`src/rtl/tt_um_ks_adder_stream.sv`:
```
// Streaming nibble-serial Kogge-Stone adder/subtractor Tiny Tapeout tile.
// Define KS_PIPE_EN to split the prefix tree with a register (adds state ADD2).
module tt_um_ks_adder_stream #(
  parameter int WIDTH = 16
) (
  input  logic       clk,
  input  logic       rst_n,
  input  logic       ena,
  input  logic [7:0] ui_in,
  input  logic [7:0] uio_in,
  output logic [7:0] uo_out,
  output logic [7:0] uio_out,
  output logic [7:0] uio_oe
);

  localparam int N = WIDTH / 4;
  localparam int L = $clog2(WIDTH);
  localparam logic [3:0] LAST = 4'(N - 1);

  localparam logic [1:0] ST_LOAD = 2'd0;
  localparam logic [1:0] ST_ADD  = 2'd1;
  localparam logic [1:0] ST_OUT  = 2'd3;
`ifdef KS_PIPE_EN
  localparam logic [1:0] ST_ADD2 = 2'd2;
  localparam logic [1:0] ST_RES  = ST_ADD2;
  localparam int S1 = (L + 1) / 2;
`else
  localparam logic [1:0] ST_RES  = ST_ADD;
  localparam int S1 = L;
`endif

  logic [1:0]       state_q, state_d;
  logic [3:0]       ldCnt_q, ldCnt_d;
  logic [3:0]       outCnt_q, outCnt_d;
  logic [WIDTH-1:0] opA_q, opB_q;
  logic             sub_q;
  logic [WIDTH-1:0] result_q;
  logic             carry_q, ovf_q, zero_q;

  logic validIn, subIn, readyIn;
  logic loadFire;
  logic unusedIn;

  assign validIn  = uio_in[0];
  assign subIn    = uio_in[1];
  assign readyIn  = uio_in[2];
  assign unusedIn = ^uio_in[7:3];

  // One Kogge-Stone combine level at span d; packed as {generate, propagate}.
  function automatic logic [2*WIDTH-1:0] ksLevel(input logic [WIDTH-1:0] g,
                                                 input logic [WIDTH-1:0] p,
                                                 input int d);
    logic [WIDTH-1:0] gOut, pOut;
    gOut = g;
    pOut = p;
    for (int i = d; i < WIDTH; i++) begin
      gOut[i] = g[i] | (p[i] & g[i-d]);
      pOut[i] = p[i] & p[i-d];
    end
    return {gOut, pOut};
  endfunction

  logic [WIDTH-1:0]   bEff, p0, gen0;
  logic [2*WIDTH-1:0] gp1;
  logic [WIDTH-1:0]   gFinal, p0Sum;
  logic               cinSum;
  logic [WIDTH-1:0]   sum;
  logic               carryOut, carryMsb;

  assign bEff = sub_q ? ~opB_q : opB_q;
  assign p0   = opA_q ^ bEff;
  assign gen0 = opA_q & bEff;

  // Carry-in is folded into bit 0's generate so the prefix yields true carries.
  always_comb begin
    gp1 = {gen0[WIDTH-1:1], gen0[0] | (p0[0] & sub_q), p0};
    for (int k = 1; k <= S1; k++) begin
      gp1 = ksLevel(gp1[2*WIDTH-1:WIDTH], gp1[WIDTH-1:0], 1 << (k - 1));
    end
  end

`ifdef KS_PIPE_EN
  logic [WIDTH-1:0]   gPipe_q, pPipe_q, p0Pipe_q;
  logic               cinPipe_q;
  logic [2*WIDTH-1:0] gp2;

  always_comb begin
    gp2 = {gPipe_q, pPipe_q};
    for (int k = S1 + 1; k <= L; k++) begin
      gp2 = ksLevel(gp2[2*WIDTH-1:WIDTH], gp2[WIDTH-1:0], 1 << (k - 1));
    end
  end

  assign gFinal = gp2[2*WIDTH-1:WIDTH];
  assign p0Sum  = p0Pipe_q;
  assign cinSum = cinPipe_q;

  always_ff @(posedge clk or negedge rst_n) begin
    if (!rst_n) begin
      gPipe_q   <= '0;
      pPipe_q   <= '0;
      p0Pipe_q  <= '0;
      cinPipe_q <= 1'b0;
    end else if (ena && state_q == ST_ADD) begin
      gPipe_q   <= gp1[2*WIDTH-1:WIDTH];
      pPipe_q   <= gp1[WIDTH-1:0];
      p0Pipe_q  <= p0;
      cinPipe_q <= sub_q;
    end
  end
`else
  assign gFinal = gp1[2*WIDTH-1:WIDTH];
  assign p0Sum  = p0;
  assign cinSum = sub_q;
`endif

  assign sum      = p0Sum ^ {gFinal[WIDTH-2:0], cinSum};
  assign carryOut = gFinal[WIDTH-1];
  assign carryMsb = gFinal[WIDTH-2];

  always_comb begin
    state_d  = state_q;
    ldCnt_d  = ldCnt_q;
    outCnt_d = outCnt_q;
    loadFire = 1'b0;
    case (state_q)
      ST_LOAD: begin
        if (validIn) begin
          loadFire = 1'b1;
          if (ldCnt_q == LAST) begin
            ldCnt_d = '0;
            state_d = ST_ADD;
          end else begin
            ldCnt_d = ldCnt_q + 4'd1;
          end
        end
      end
`ifdef KS_PIPE_EN
      ST_ADD:  state_d = ST_ADD2;
      ST_ADD2: state_d = ST_OUT;
`else
      ST_ADD:  state_d = ST_OUT;
`endif
      ST_OUT: begin
        if (readyIn) begin
          if (outCnt_q == LAST) begin
            outCnt_d = '0;
            state_d  = ST_LOAD;
          end else begin
            outCnt_d = outCnt_q + 4'd1;
          end
        end
      end
      default: state_d = ST_LOAD;
    endcase
  end

  always_ff @(posedge clk or negedge rst_n) begin
    if (!rst_n) begin
      state_q  <= ST_LOAD;
      ldCnt_q  <= '0;
      outCnt_q <= '0;
      opA_q    <= '0;
      opB_q    <= '0;
      sub_q    <= 1'b0;
      result_q <= '0;
      carry_q  <= 1'b0;
      ovf_q    <= 1'b0;
      zero_q   <= 1'b0;
    end else if (ena) begin
      state_q  <= state_d;
      ldCnt_q  <= ldCnt_d;
      outCnt_q <= outCnt_d;
      if (loadFire) begin
        opA_q[{ldCnt_q, 2'b00} +: 4] <= ui_in[3:0];
        opB_q[{ldCnt_q, 2'b00} +: 4] <= ui_in[7:4];
        if (ldCnt_q == 4'd0) sub_q <= subIn;
      end
      if (state_q == ST_RES) begin
        result_q <= sum;
        carry_q  <= carryOut;
        ovf_q    <= carryMsb ^ carryOut;
        zero_q   <= (sum == '0);
      end
    end
  end

  logic       inReady, outValid;
  logic [3:0] outNib;

  assign inReady  = (state_q == ST_LOAD);
  assign outValid = (state_q == ST_OUT);
  assign outNib   = result_q[{outCnt_q, 2'b00} +: 4];

  // Result and flags are only presented while a result is actually on offer.
  assign uo_out  = outValid ? {outCnt_q, outNib} : 8'h00;
  assign uio_out = {zero_q & outValid, ovf_q & outValid, carry_q & outValid,
                    outValid, inReady, 3'b000};
  assign uio_oe  = 8'b1111_1000;

endmodule

```
`config.mk`:
```
export PLATFORM = sky130hd
export DESIGN_NAME = tt_um_ks_adder_stream
export DESIGN_NICKNAME = d
export VERILOG_FILES = /design/src/rtl/tt_um_ks_adder_stream.sv
export SDC_FILE = /design/constraint.sdc
export NUM_CORES = 1
export LEC_CHECK = 0
export CAP_MARGIN = 5
export CORE_ASPECT_RATIO = 0.5
export CORE_MARGIN = 2
export CORE_UTILIZATION = 46
export DETAILED_ROUTE_END_ITERATION = 10
export PLACE_DENSITY_LB_ADDON = 0.1
export SLEW_MARGIN = 10
export SYNTH_ARGS = -nofsm -noshare
export SYNTH_HDL_FRONTEND = slang
export SYNTH_SLANG_ARGS = --single-unit
```
`constraint.sdc`:
```
create_clock -name clk -period 2.9 [get_ports clk]
set_input_delay 0.435 -clock clk [delete_from_list [all_inputs] [get_ports clk]]
set_output_delay 0.435 -clock clk [all_outputs]
set_load 0.1 [all_outputs]
```
==> impl_metrics.py <==
metrics = {
    "critical_path": {
        "crit_fanout": 6,
        "critPathLaunchType": "register",
        "crit_top_cell": "a21oi_1",
        "end_kind": "register",
        "required_ns": 3.12,
        "path_class": "register to register",
        "critical_path.top_delay_family": "compound AO/OA/AOI/OAI gates",
        "cp.arrival_ns": 3.06,
        "worst-path-buf-inv": 1,
        "critical_path.max_stage_delay_ns": 0.47,
        "slowest_stage": "dfrtp_2",
        "crit_chain": "buf_8 > xor2_2 > ha_4 > a21oi_2 > nand2_1 > a221o_1 > a31o_1 > a21oi_1 > a21oi_1 > xor2_1 > mux2_2",
    },
    "power_and_ir_drop": {
        "netSwitchingFraction": 0.430,
        "powerDensity_nw_per_um2": 1010,
        "peakVddDrop_mv": 0.395,
        "power_frac_seq": 0.277,
        "p_switching_mw": 1.94,
        "comb_power_share": 0.493,
        "p_leak_nw": 2.20,
        "total_power_mw": 4.52,
        "cellInternalPower_mw": 2.58,
        "clkPwrFrac": 0.230,
    },
    "die": {
        "die_x_um": 130,
        "io_pins": 43,
        "rows": 22,
        "die_y_um": 67.0,
        "initial_utilization": 0.486,
        "die_area_um2": 8710,
        "core_um2": 7510,
    },
    "global_route": {
        "grt_pass1_vias": 2737,
        "grt_start_max_net_pins": 50,
        "antenna_found_initial": 0,
        "grt_pass1_wl_um": 13700,
        "grt_overflow": 0,
        "grt.total_usage": 0.215,
    },
    "cts": {
        "path_clk_slew_ns": 0.05,
        "cts_made_buffers": 9,
        "cts_sinks": 62,
        "ctsLongestPathBuffers": 2,
        "clkLatencyLatePin_ns": 0.33,
        "htree_levels": 3,
        "cts_tree": "built",
        "clockRootBuffer": "clkbuf_16",
    },
    "synth": {
        "synth_cell_type_count": 42,
        "synth-edff-count": 0,
        "syn_area_per_cell_um2": 9.74,
        "synth.area.top_cells": "dfrtp_1 (42%), nand2_1 (7.1%), ha_1 (6.8%), mux2_2 (5.9%), o21ai_0 (5.8%)",
        "synthCells": 375,
        "yosysTopAreaCellShare": 0.425,
        "synth_area_um2": 3650,
        "synth_flop_cell": "dfrtp_1",
        "synthArstFlopShare": 1.00,
        "synth_area_leader_cell": "dfrtp_1",
        "synth_warnings": 0,
        "ys_seq_area_frac": 0.425,
        "ys_ff_latch": 62,
    },
    "place": {
        "hpwlAfterDp_um": 6370,
        "preCtsSetupSlack_ns": -0.0386,
        "port_buffers": 26,
        "placed_cells": 506,
        "gp_congestion": 0.921,
    },
    "timing": {
        "layout_setup_ws_ns": 0.0566,
        "setup_viol": 0,
        "fin_worst_skew_ns": 0.00376,
        "slew_viol_final": 0,
        "rsz0062_at_grt": "true",
        "tns_ns": 0,
        "worst-slew-pin-transition_ns": 0.622,
        "slew_headroom": 0.585,
        "hold_ws_ns": 0.474,
        "final-hold-violation-count": 0,
        "timing.fmax_ghz": 0.352,
        "post-route-min-period_ns": 2.84,
        "post-route-period-util": 0.980,
    },
    "detailed_routing": {
        "viasPerCell": 5.23,
        "firstDrtPassIters": 4,
        "dr_total_vias": 2759,
        "drtIter0Drc": 155,
        "ant_nets": 0,
        "wl_um": 8490,
        "wire_per_inst_um": 16.1,
        "drc_errors": 0,
    },
    "flow_run": {
        "cap_violations": 0,
    },
    "final_layout": {
        "final_cells": 528,
        "multiInputGateArea_um2": 2040,
        "syn2layout_area_growth_pct": 22.2,
        "antenna_cells": 0,
        "layout_commonest_cell": "nand2_1",
        "final_cell_mix": "nand2_1 (69), dfrtp_1 (61), o21ai_0 (41)",
        "seq_area_um2": 1550,
        "nFillCells": 657,
        "layout.nets": 456,
        "drive_gt1_frac": 0.217,
    },
    "hold_path": {
        "hp-class": "register to register",
    },
    "run_status": {
        "status": "completed",
    },
}
per-stage QoR:
stage / util / instance area [um^2]
floorplan: - / 3700
global placement: 0.534 / 4010
detailed placement: 0.534 / 4010
CTS: 0.574 / 4320
global route: 0.594 / 4460
finish: 0.594 / 4460
state kept, by name, summed over array words and instances (netlist names):
signal	flops
state_q	2
cinSum	1
result_q	16
opB_q	16
carry_q	1
opA_q	16
outCnt_q	4
zero_q	1
ldCnt_q	4
ovf_q	1
Yosys cell counts (11+ instances only):
cell type	instances
a21oi_1	13
and3_1	17
buf_4	13
clkbuf_1	14
dfrtp_1	62
ha_1	20
mux2_2	19
nand2_1	69
nand3_1	11
o21ai_0	42
xnor2_1	13
xor2_1	21
repair_timing:
| item | 4_1_cts | 5_1_grt |
|---|---|---|
| hold endpoints to repair | 13 | 0 |
| pin swaps | 1 | 10 |
| resized for setup | 2 | 17 |
| hold buffers | 1 | 0 |
| endpoints found under the setup margin | 3 | 3 |
| setup buffers | 0 | 5 |
| cloned | 0 | 1 |
power groups by stage:
stage / logic (mW) / clock network (mW) / registers (mW)
6_report: 2.23 / 1.04 / 1.25
2_1_floorplan: 1.63 / 0 / 1.16
3_3_place_gp: 2.02 / 0 / 1.24
4_1_cts: 2.07 / 1.06 / 1.24
3_5_place_dp: 2.05 / 0 / 1.26
5_1_grt: 2.39 / 1.11 / 1.28
worst register-to-register path, stage by stage, from the launching register on:
cell and delay (ns):
dfrtp_2 0.47, buf_8 0.16, xor2_2 0.21, ha_4 0.25, a21oi_2 0.16, nand2_1 0.08, a221o_1 0.39, a31o_1 0.26
a21oi_1 0.16, a21oi_1 0.13, xor2_1 0.18, mux2_2 0.27
path summary, 6_finish.rpt:
path | start | end | slack, ns | cells past startpoint
setup reg to reg | cinSum$_DFFE_PN0P_ | result_q[15]$_DFFE_PN0P_ | 0.06 | 11
max in group asynchronous | rst_n | result_q[8]$_DFFE_PN0P_ | 1.44 | 3
min in group asynchronous | rst_n | opB_q[3]$_DFFE_PN0P_ | 0.53 | 2
hold / removal | result_q[6]$_DFFE_PN0P_ | result_q[6]$_DFFE_PN0P_ | 0.47 | 2
hold reg to reg | result_q[6]$_DFFE_PN0P_ | result_q[6]$_DFFE_PN0P_ | 0.47 | 2
setup / recovery | cinSum$_DFFE_PN0P_ | result_q[15]$_DFFE_PN0P_ | 0.06 | 11
layout make-up:
class                      count  share of cell area
clock buffer                  11              0.0544
sequential                    62               0.348
timing repair buffer          49              0.0948
multi-input combinational    288               0.457
inverter                       6             0.00505
clock inverter                 4              0.0107
tap                          108              0.0303
kinds of logic after synthesis:
| family | synth area share |
|---|---|
| AND/OR/NAND/NOR | 0.158 |
| AO/OA/AOI/OAI | 0.123 |
| flip-flops | 0.425 |
| XOR/XNOR | 0.0815 |
| buffers and inverters | 0.0503 |
| multiplexers | 0.0860 |
| adder cells (fa/ha/maj) | 0.0740 |
| other | 0.00206 |
per-layer routing:
metal  GRT usage  vias up  share of wire
met5           0        -              0
met4      0.0685        0          0.011
met3      0.0602        8          0.043
met2       0.331       59           0.44
met1       0.293     1337           0.50
li1            -     1355              -
Note: power is estimated with default switching activity, not from simulation.
